File: src/rtl/alarm_pkg.sv
// alarm_pkg: shared state encoding and timing constants for the alarm responder.
package alarm_pkg;

    // FSM state encoding, also exported on the state output.
    typedef enum logic [1:0] {
        IDLE    = 2'd0,
        RINGING = 2'd1,
        SNOOZE  = 2'd2
    } alarm_state_t;

    // clk_1k cycles per second.
    localparam int CYC_PER_SEC  = 1000;
    // Cycles per 5 Hz beep half-period.
    localparam int CYC_PER_BEEP = 100;
    // Cycles of 500 Hz tone at the start of each ringing second.
    localparam int TONE_HALF    = 500;

endpackage

File: src/rtl/alarm_responder_if.sv
// alarm_responder_if: controls and status of the alarm responder.
// All signals are plain levels sampled on clk_1k; there is no valid/ready
// handshake. Buttons are raw and may change at any time.
interface alarm_responder_if;
    logic       en;
    logic       match;
    logic       stop_btn;
    logic       snooze_btn;
    logic       buzzer;
    logic       ringing;
    logic       snoozing;
    logic [1:0] state;
    logic [1:0] snooze_cnt;

    // Controller side: drives arming, match level and buttons, watches status.
    modport master (
        output en, match, stop_btn, snooze_btn,
        input  buzzer, ringing, snoozing, state, snooze_cnt
    );

    // Responder side.
    modport slave (
        input  en, match, stop_btn, snooze_btn,
        output buzzer, ringing, snoozing, state, snooze_cnt
    );
endinterface

File: src/rtl/btn_debounce.sv
// btn_debounce: 2-flop synchronizer, stability counter and press-pulse
// generator for one raw, asynchronous, active-high button.
module btn_debounce #(
    parameter int DEBOUNCE_MS = 20
) (
    input  logic clk_1k,
    input  logic cr,
    input  logic btn,
    output logic press
);
    localparam int CW = $clog2(DEBOUNCE_MS + 1);

    logic          sync_a;
    logic          sync_b;
    logic          level;
    logic [CW-1:0] cnt;

    // Synchronize, then accept a new level once it has been seen for
    // DEBOUNCE_MS consecutive cycles; pulse press on an accepted rise.
    always_ff @(posedge clk_1k or negedge cr) begin
        if (!cr) begin
            sync_a <= 1'b0;
            sync_b <= 1'b0;
            level  <= 1'b0;
            cnt    <= '0;
            press  <= 1'b0;
        end else begin
            sync_a <= btn;
            sync_b <= sync_a;
            press  <= 1'b0;
            if (sync_b == level) begin
                cnt <= '0;
            end else if (cnt == CW'(DEBOUNCE_MS - 1)) begin
                level <= sync_b;
                cnt   <= '0;
                press <= sync_b;
            end else begin
                cnt <= cnt + 1'b1;
            end
        end
    end
endmodule

File: src/rtl/alarm_responder.sv
// alarm_responder: ring/snooze state machine and buzzer drive.
// Snooze support (SNOOZE state, snooze debouncer, snooze counter) is built
// only when the macro ALARM_SNOOZE_EN is defined; otherwise snooze_btn is
// ignored and snoozing/snooze_cnt read 0.
module alarm_responder
    import alarm_pkg::*;
#(
    parameter int RING_SEC    = 60,
    parameter int SNOOZE_SEC  = 300,
    parameter int MAX_SNOOZE  = 3,
    parameter int DEBOUNCE_MS = 20
) (
    input logic              clk_1k,
    input logic              cr,
    alarm_responder_if.slave bus
);
    localparam int SEC_MAX = (RING_SEC > SNOOZE_SEC) ? RING_SEC : SNOOZE_SEC;
    localparam int SEC_W   = $clog2(SEC_MAX + 1);

    alarm_state_t     state;
    logic             match_d;
    logic             match_rise;
    logic [9:0]       ms_cnt;
    logic [SEC_W-1:0] sec_cnt;
    logic             buzzer_q;
    logic             stop_press;
    logic             sec_tick;
    logic             beep_on;
    logic             ring_done;

    btn_debounce #(.DEBOUNCE_MS(DEBOUNCE_MS)) u_stop_db (
        .clk_1k (clk_1k),
        .cr     (cr),
        .btn    (bus.stop_btn),
        .press  (stop_press)
    );

`ifdef ALARM_SNOOZE_EN
    logic       snooze_press;
    logic [1:0] snooze_q;
    logic       snooze_done;
    logic       snooze_ok;

    btn_debounce #(.DEBOUNCE_MS(DEBOUNCE_MS)) u_snooze_db (
        .clk_1k (clk_1k),
        .cr     (cr),
        .btn    (bus.snooze_btn),
        .press  (snooze_press)
    );

    assign snooze_done    = sec_tick && (sec_cnt == SEC_W'(SNOOZE_SEC - 1));
    assign snooze_ok      = snooze_press && (snooze_q < 2'(MAX_SNOOZE));
    assign bus.snoozing   = (state == SNOOZE);
    assign bus.snooze_cnt = snooze_q;
`else
    logic       unused_snooze_btn;
    logic [1:0] unused_max_snooze;

    assign unused_snooze_btn = bus.snooze_btn;
    assign unused_max_snooze = 2'(MAX_SNOOZE);
    assign bus.snoozing      = 1'b0;
    assign bus.snooze_cnt    = 2'd0;
`endif

    assign sec_tick  = (ms_cnt == 10'(CYC_PER_SEC - 1));
    assign beep_on   = ((ms_cnt / 10'(CYC_PER_BEEP)) % 10'd2) == 10'd1;
    assign ring_done = sec_tick && (sec_cnt == SEC_W'(RING_SEC - 1));

    assign bus.state   = state;
    assign bus.ringing = (state == RINGING);
    assign bus.buzzer  = buzzer_q;

    // Match edge detection, ms/second dividers, state transitions and the
    // registered buzzer waveform (0 whenever the next state is not RINGING).
    always_ff @(posedge clk_1k or negedge cr) begin
        if (!cr) begin
            state      <= IDLE;
            match_d    <= 1'b0;
            match_rise <= 1'b0;
            ms_cnt     <= '0;
            sec_cnt    <= '0;
            buzzer_q   <= 1'b0;
`ifdef ALARM_SNOOZE_EN
            snooze_q   <= 2'd0;
`endif
        end else begin
            match_d    <= bus.match;
            match_rise <= bus.match & ~match_d;
            ms_cnt     <= sec_tick ? '0 : ms_cnt + 1'b1;
            if (sec_tick && (sec_cnt != '1)) begin
                sec_cnt <= sec_cnt + 1'b1;
            end
            buzzer_q <= 1'b0;

            if (!bus.en) begin
                state <= IDLE;
            end else begin
                case (state)
                    IDLE: begin
                        ms_cnt  <= '0;
                        sec_cnt <= '0;
                        if (match_rise) begin
                            state <= RINGING;
`ifdef ALARM_SNOOZE_EN
                            snooze_q <= 2'd0;
`endif
                        end
                    end
                    RINGING: begin
                        if (stop_press) begin
                            state <= IDLE;
`ifdef ALARM_SNOOZE_EN
                        end else if (snooze_ok) begin
                            state    <= SNOOZE;
                            ms_cnt   <= '0;
                            sec_cnt  <= '0;
                            snooze_q <= snooze_q + 2'd1;
`endif
                        end else if (ring_done) begin
                            state <= IDLE;
                        end else begin
                            buzzer_q <= (ms_cnt < 10'(TONE_HALF)) ? ~buzzer_q : beep_on;
                        end
                    end
`ifdef ALARM_SNOOZE_EN
                    SNOOZE: begin
                        if (stop_press) begin
                            state <= IDLE;
                        end else if (snooze_done) begin
                            state   <= RINGING;
                            ms_cnt  <= '0;
                            sec_cnt <= '0;
                        end
                    end
`endif
                    default: state <= IDLE;
                endcase
            end
        end
    end
endmodule

File: src/flat_wrapper.sv
// flat-port wrapper written by rule: the top's interface ports become plain ports
module alarm_responder_flat import alarm_pkg::*;
#(
    parameter int RING_SEC    = 60,
    parameter int SNOOZE_SEC  = 300,
    parameter int MAX_SNOOZE  = 3,
    parameter int DEBOUNCE_MS = 20
)
  (clk_1k, cr, bus_en, bus_match, bus_stop_btn, bus_snooze_btn, bus_buzzer, bus_ringing, bus_snoozing, bus_state, bus_snooze_cnt);
  alarm_responder_if bus_i ();
  input logic clk_1k;
  input logic cr;
  input wire logic [$bits(bus_i.en)-1:0] bus_en;
  input wire logic [$bits(bus_i.match)-1:0] bus_match;
  input wire logic [$bits(bus_i.stop_btn)-1:0] bus_stop_btn;
  input wire logic [$bits(bus_i.snooze_btn)-1:0] bus_snooze_btn;
  output wire logic [$bits(bus_i.buzzer)-1:0] bus_buzzer;
  output wire logic [$bits(bus_i.ringing)-1:0] bus_ringing;
  output wire logic [$bits(bus_i.snoozing)-1:0] bus_snoozing;
  output wire logic [$bits(bus_i.state)-1:0] bus_state;
  output wire logic [$bits(bus_i.snooze_cnt)-1:0] bus_snooze_cnt;
  assign bus_i.en = bus_en;
  assign bus_i.match = bus_match;
  assign bus_i.stop_btn = bus_stop_btn;
  assign bus_i.snooze_btn = bus_snooze_btn;
  assign bus_buzzer = bus_i.buzzer;
  assign bus_ringing = bus_i.ringing;
  assign bus_snoozing = bus_i.snoozing;
  assign bus_state = bus_i.state;
  assign bus_snooze_cnt = bus_i.snooze_cnt;
  alarm_responder #(.RING_SEC(RING_SEC), .SNOOZE_SEC(SNOOZE_SEC), .MAX_SNOOZE(MAX_SNOOZE), .DEBOUNCE_MS(DEBOUNCE_MS)) u_core (.clk_1k(clk_1k), .cr(cr), .bus(bus_i));
endmodule
File: config.mk
export PLATFORM = sky130hd
export DESIGN_NAME = alarm_responder_flat
export DESIGN_NICKNAME = d
export VERILOG_FILES = /design/src/rtl/alarm_pkg.sv /design/src/rtl/alarm_responder_if.sv /design/src/rtl/btn_debounce.sv /design/src/rtl/alarm_responder.sv /design/src/flat_wrapper.sv
export SDC_FILE = /design/constraint.sdc
export NUM_CORES = 1
export LEC_CHECK = 0
export BUFFER_PORTS_ARGS = -buffer_cell sky130_fd_sc_hd__buf_2
export CAP_MARGIN = 20
export CORE_ASPECT_RATIO = 1.75
export CORE_MARGIN = 2
export CORE_UTILIZATION = 44
export CTS_CLUSTER_SIZE = 24
export DETAILED_ROUTE_END_ITERATION = 10
export PLACE_DENSITY = 0.69
export SLEW_MARGIN = 20
export SYNTH_ARGS = -nofsm -noshare
export SYNTH_HDL_FRONTEND = slang
export SYNTH_SLANG_ARGS = --single-unit
File: constraint.sdc
create_clock -name clk_1k -period 3.07 [get_ports clk_1k]
set_input_delay 0.1535 -clock clk_1k [delete_from_list [all_inputs] [get_ports clk_1k]]
set_output_delay 0.1535 -clock clk_1k [all_outputs]
set_load 0.02 [all_outputs]
Yosys cells after proc, flatten, opt, wreduce, memory -nomap -nowiden

Index checks and enable logic that the tools add are counted.

Memory bits (writable): 0
Memory bits (read-only): 0
Bits in registers: 33
Input bits: 6
Logic and storage cells: 53
Memories kept: 0
Latch bits: 0
Output and inout bits: 7

Magnitude comparators: 1
$mul: 0
Add/subtract/negate cells: 3
Multiplexer cells: 20
Eq/ne operators: 8
Bitwise logic cells: 4
Reductions and logical operators: 5
Divide/modulo/power cells: 1
Shifts and indexed selects: 0

Operators with widths:

| cell                  | number |
|---|---|
| $mux 10               | 3 |
| $mux 9                | 3 |
| $add 10x1->10 const B | 1 |
| $div 10x7->10 const B | 1 |
| $eq 10x10->1 const B  | 1 |
| $lt 10x9->1 const B   | 1 |
| $mux 5                | 2 |
| $add 9x1->9 const B   | 1 |
| $eq 9x6->1 const B    | 1 |
| $ne 9x9->1 const B    | 1 |
| $mux 2                | 4 |
| $mux 1                | 7 |
| $add 5x1->5 const B   | 1 |
| $eq 5x5->1 const B    | 1 |
| $ne 4x2->1 const B    | 1 |
| $pmux 2 s2            | 1 |
| $reduce_and 2->1      | 2 |
| $ne 3x2->1 const B    | 1 |
| $not 1->1             | 3 |
| $eq 2x1->1 const B    | 1 |
| $logic_and 1x1->1     | 2 |
| $logic_not 2->1       | 1 |
| $and 1x1->1           | 1 |
| $eq 1x1->1            | 1 |

Logic depth before layout (Yosys ltp)

Depth in word-level cells: 6
Gate-level depth with buffers: 12
Gate-level depth less buffers: 11

By module

A second synthesis with hierarchy kept.

Cells, all modules: 240
Area, all modules: 2,193.4 sq um

By module, submodules not included:

| module          | seq. area each (sq um) | cells each | area each (sq um) | times used |
|---|---|---|---|---|
| alarm_responder | 575.6                  | 211        | 1,818.0           | 1 |
| btn_debounce    | 225.2                  | 29         | 375.4             | 1 |

Least setup slack after synthesis

No wires, ideal clock.

Path kind: register to register
From: register u_core.ms_cnt[6]
To: register u_core.buzzer_q, in the netlist u_core.bus.buzzer
Stages on the path, launching flop included: 12
Data required time: 2,942 ps
Setup slack: 471 ps
Arrival: 2,471 ps
Clock period less this slack: 2,599 ps
Path through: dfrtp_1 > buf_4 > inv_1 > ha_1 > or3_1 > o31ai_4 > o211ai_2 > and2_4 > maj3_2 > a221oi_1 > or3_1 > o22ai_1

Longest elaborated chain between the ends: 6
Elaborated cells on any way between the ends: 9
Classes of those cells: div: 1; order compare: 1; eq/ne: 1; mux: 5; reduce/logical: 1

RTL lines:

| element                                            | RTL line                                      | text |
|---|---|---|
| start: declaration                                 | alarm_responder.sv:23                         | `logic [9:0] ms_cnt;` |
| start signal: assignment                           | alarm_responder.sv:89                         | `ms_cnt <= sec_tick ? '0 : ms_cnt + 1'b1;` |
| $div 10x7->10 (tied with other cells)              | alarm_responder.sv:66                         | `assign beep_on = ((ms_cnt / 10'(CYC_PER_BEEP)) % 10'd2) == 10'd1;` |
| $mux 1 / $logic_and 1x1->1 (equally long branches) | alarm_responder.sv:122, alarm_responder.sv:67 |  |
| $mux 1 (*)                                         | alarm_responder.sv:119                        | `end else if (ring_done) begin` |
| $mux 1 (*)                                         | alarm_responder.sv:110                        | `if (stop_press) begin` |
| $mux 1 (*)                                         | alarm_responder.sv:98                         | `case (state)` |
| $mux 1 (*)                                         | alarm_responder.sv:95                         | `if (!bus.en) begin` |
| end signal: assignment                             | alarm_responder.sv:122                        | `buzzer_q <= (ms_cnt < 10'(TONE_HALF)) ? ~buzzer_q : beep_on;` |
| end: declaration                                   | alarm_responder.sv:25                         | `logic buzzer_q;` |

Every way passes the cells marked *; elsewhere a longest branch is shown, timed or not.
A chain may end at the register's enable or synchronous reset.

Final worst setup path

From: register u_core.ms_cnt[0]
To: register u_core.buzzer_q, in the netlist u_core.bus.buzzer

Same word-level chain as after synthesis.

==> results.txt <==
- Summed over all failing endpoints, the final setup total negative slack is 0 ns.
* Most area-hungry cell type in the Yosys netlist: sky130_fd_sc_hd__dfrtp_1
- The largest registers in the layout are u_core.ms_cnt (10), u_core.sec_cnt (9), u_core.u_stop_db.cnt (5).
* Top achievable clock speed: 0.377 GHz
- Headroom to the max-slew limit came out at a little over half.
* Hold Path End: u_core.bus.state[0]$_DFFE_PN0P_
* Vias/cell: 5.61
- FF-to-FF path depth: 11
- The number of global-route vias before repair came to about 1,500.
- Pin count of the biggest net entering global routing: 33
- Number of enable flip-flop cells after synthesis: 0
- The flow ran to the end, and the final reports show no timing, DRC or antenna violations.
- Maximum buffer depth of the clock tree: 2
- Summing all multi-input logic gate instances after layout gives 0.00105 mm^2.
* Wire length reported by the detailed router: about 4000 um
* Finish-stage setup viols: 0
- Number of nets in the finished design: 236
- TritonCTS built the clock tree.
- Global-route wire length before repair: roughly 6600 um
* Starting utilization of the core area: 45.1%
- Most frequently used flop master after synthesis: sky130_fd_sc_hd__dfrtp_1
- For the final database, setup skew stands at 0.00466 ns.
- Total power consumption of the routed design: 0.950 mW
* Clock latency on the worst-skew pair: just under 0.3 ns
- The worst path uses 86.4% of the clock period.
- Clock-pin slew was measured on the worst setup and hold paths at approximately 0.070 ns.
* Critical path required time: 3.28 ns
* Max Fanout on Critical Path: 5
* IO buf count: 7
* Post-DP HPWL: around 2900 um
- Relative to the synthesized area, the layout overhead comes to 10.4%.
- In the post-synthesis netlist, the biggest area contributors are sky130_fd_sc_hd__dfrtp_1 41%, sky130_fd_sc_hd__nor2_1 5.3%, sky130_fd_sc_hd__xor2_1 4.9%.
- The worst path needs about 2.7 ns of the cycle, external delays included.
* Hold Path Class: primary input to register
- Summed over all layers, the global routing overflow is 0.
- In this run the biggest area consumer among cell types represents between 40% and 50% of the synthesized area.
- Number of DRC markers in iteration 0: 25
- Worst path arrival time: 2.86 ns
- Share of layout cells above drive strength 1: around 17%
- CP Launch Type: register
* Leakage power total: roughly 1.0 nW
- Total power divided by cell area: 437 mW/mm^2
* I/O pin count: 13
* Top reg by flops: u_core.ms_cnt
- The register with the most flip-flops in the layout has 10 of them.
- Area of the core region: 0.00436 mm^2
- The max-slew violation total from the final report came to 0.
- The filler cells instantiated in the layout total ~410.
- The floorplan step set the die width to 54.6 um.
- VDD sags by at most around 0.44 mV.
- After clock tree synthesis, the setup repair step added 0 buffers.
* Count of vias placed by the detailed router: about 1,500
- Synthesis warning total: 0
- ANT nets after route: 0
* Initial antenna violation count: 0
- Max-cap violations in this run came to 0.
- In this run the cell area of the synthesized design comes to 0.00197 mm^2.
- The tree is rooted in a sky130_fd_sc_hd__clkbuf_8.
- Die Span Y: 92.5 um
* Number of distinct standard cells referenced by the synthesized netlist: 53
- Routed wire per std cell: about 15 um
- Registers take 801 um^2.
* Fraction of the yosys area taken by sequential cells: 40.7%
- Weighted congestion at the end of routability-driven global placement: 0.831
- Detailed-router iteration count before antenna repair: 4
* Mean instance size in the synthesized netlist: 9.42 um^2
* Total routing usage reported by global routing: 18.1%
- Transition time at the pin with the least slew margin: 0.707 ns
- In this run the critical register-to-register path is launched from u_core.ms_cnt[0]$_DFF_PN0_.
- The number of antenna diodes in the final layout is 0.
- Asr flop ratio synth: 100%
* Number of storage elements in the synthesis netlist: 32
- Number of remaining DRC errors: 0
- Number of buffers added by the clock tree synthesis step: 5
* RSZ-0062 raised after global routing: false
* Die ar.: 0.00505 mm^2
- After floorplanning, the core was divided into 32 placement rows.
- TritonCTS sink count: 32
- Destination of the worst register-to-register timing path: u_core.bus.buzzer$_DFF_PN0_
* Source of the worst hold timing path: bus_en
- H-tree level count: 2
* Final Hold Vio Count: 0
* Setup Crit Path Kind: register to register
* Cells after synthesis: 209
- R2R Setup Slk: 0.42 ns
- STA classifies the critical path endpoint as a register.
* WHS Path Cells: 3
[report_power, final]
group	switching, mW	internal (mW)	leakage [nW]	total [mW]
sequential	0.0195	0.438	0.432	0.458
clock	0.161	0.240	0.0541	0.401
combinational	0.0572	0.0349	0.527	0.0921
total	0.238	0.713	1.01	0.950
[cells in the mapped netlist, types with 2 or more instances]
cell	n
sky130_fd_sc_hd__dfrtp_1	32
sky130_fd_sc_hd__nor2_1	28
sky130_fd_sc_hd__nand2_1	13
sky130_fd_sc_hd__nand3_1	12
sky130_fd_sc_hd__xor2_1	11
sky130_fd_sc_hd__nand4_1	9
sky130_fd_sc_hd__buf_4	8
sky130_fd_sc_hd__ha_1	7
sky130_fd_sc_hd__xnor2_1	7
sky130_fd_sc_hd__a21oi_1	5
sky130_fd_sc_hd__inv_1	5
sky130_fd_sc_hd__and2_1	4
sky130_fd_sc_hd__mux2i_1	4
sky130_fd_sc_hd__nor3_1	4
sky130_fd_sc_hd__o21ai_0	4
sky130_fd_sc_hd__or3_1	4
sky130_fd_sc_hd__and3_1	3
sky130_fd_sc_hd__buf_6	3
sky130_fd_sc_hd__nor2b_1	3
sky130_fd_sc_hd__nor3b_1	3
sky130_fd_sc_hd__o22ai_1	3
sky130_fd_sc_hd__or2_2	3
sky130_fd_sc_hd__clkbuf_1	2
sky130_fd_sc_hd__maj3_2	2
sky130_fd_sc_hd__nor4_1	2
[cells by family (layout without fill, tap and decap cells)]
logic type               after synthesis  in the layout  share of synthesized area [%]
multiplexers                           5              5                           2.60
flip-flops                            32             32                           40.7
AND/OR/NAND/NOR                       97             97                           26.0
other                                  1              4                          0.190
AO/OA/AOI/OAI                         27             27                           10.4
XOR/XNOR                              18             18                           8.01
adder cells (fa/ha/maj)                9              9                           5.59
buffers and inverters                 20             32                           6.54
[what timing repair did]
item / CTS / global route
hold buffers: 3 / 0
resized for setup: 0 / 0
hold endpoints to repair: 34 / 0
[per-layer routing]
metal,vias to the layer above,global-route usage [%],wire (um)
li1,753,-,-
met1,748,18.2,1470
met2,27,32.7,2300
met3,15,3.55,86
met4,0,9.38,135
met5,-,0,0
[area by class of cell]
cell class	count	area share, %
timing repair buffer	18	5.75
clock buffer	5	3.16
multi-input combinational	160	48.3
inverter	6	1.04
sequential	32	36.8
tap	51	2.93
clock inverter	3	1.96
[worst max-delay path, stage by stage, from the launching register on]
cell,delay (ns)
sky130_fd_sc_hd__dfrtp_1,0.43
sky130_fd_sc_hd__inv_1,0.08
sky130_fd_sc_hd__ha_1,0.16
sky130_fd_sc_hd__nor3b_1,0.33
sky130_fd_sc_hd__o21bai_1,0.14
sky130_fd_sc_hd__a211oi_1,0.50
sky130_fd_sc_hd__nand4_1,0.13
sky130_fd_sc_hd__and3_1,0.22
sky130_fd_sc_hd__nor2_1,0.09
sky130_fd_sc_hd__a221oi_1,0.08
sky130_fd_sc_hd__or3_1,0.31
sky130_fd_sc_hd__o22ai_1,0.11
[how the worst max path moves through the flow]
stage	start	end	slack (ns)	cells after the start
after floorplan	u_core.ms_cnt[6]$_DFF_PN0_	u_core.bus.buzzer$_DFF_PN0_	0.47	11
after global placement	u_core.ms_cnt[6]$_DFF_PN0_	u_core.bus.buzzer$_DFF_PN0_	0.46	11
after detailed placement	u_core.ms_cnt[6]$_DFF_PN0_	u_core.bus.buzzer$_DFF_PN0_	0.47	11
after CTS	u_core.ms_cnt[0]$_DFF_PN0_	u_core.bus.buzzer$_DFF_PN0_	0.44	11
after global routing	u_core.ms_cnt[0]$_DFF_PN0_	u_core.bus.buzzer$_DFF_PN0_	0.20	11
final	u_core.ms_cnt[0]$_DFF_PN0_	u_core.bus.buzzer$_DFF_PN0_	0.42	11
[stage by stage]
step	std cells	cell area, um^2	utilization [%]	hold WS, ns	worst slack, ns
3_5_place_dp	264	2030	46.6	0.246	0.470
4_1_cts	275	2170	49.8	0.194	0.441
6_report	275	2170	49.8	0.199	0.416
2_1_floorplan	212	1980	-	-0.142	0.471
5_1_grt	275	2170	49.8	0.208	0.203
3_3_place_gp	264	2030	46.6	0.239	0.461
[cells in the final DEF, fill, tap and decap left out, types with 5 or more instances in the layout]
master / n
sky130_fd_sc_hd__dfrtp_1: 32
sky130_fd_sc_hd__nor2_1: 28
sky130_fd_sc_hd__nand2_1: 13
sky130_fd_sc_hd__nand3_1: 12
sky130_fd_sc_hd__xor2_1: 11
sky130_fd_sc_hd__nand4_1: 9
sky130_fd_sc_hd__buf_4: 8
sky130_fd_sc_hd__xnor2_1: 7
sky130_fd_sc_hd__ha_1: 7
sky130_fd_sc_hd__buf_2: 7
sky130_fd_sc_hd__inv_1: 5
sky130_fd_sc_hd__a21oi_1: 5
sky130_fd_sc_hd__clkbuf_8: 5
(Power assumes the default switching activity.)
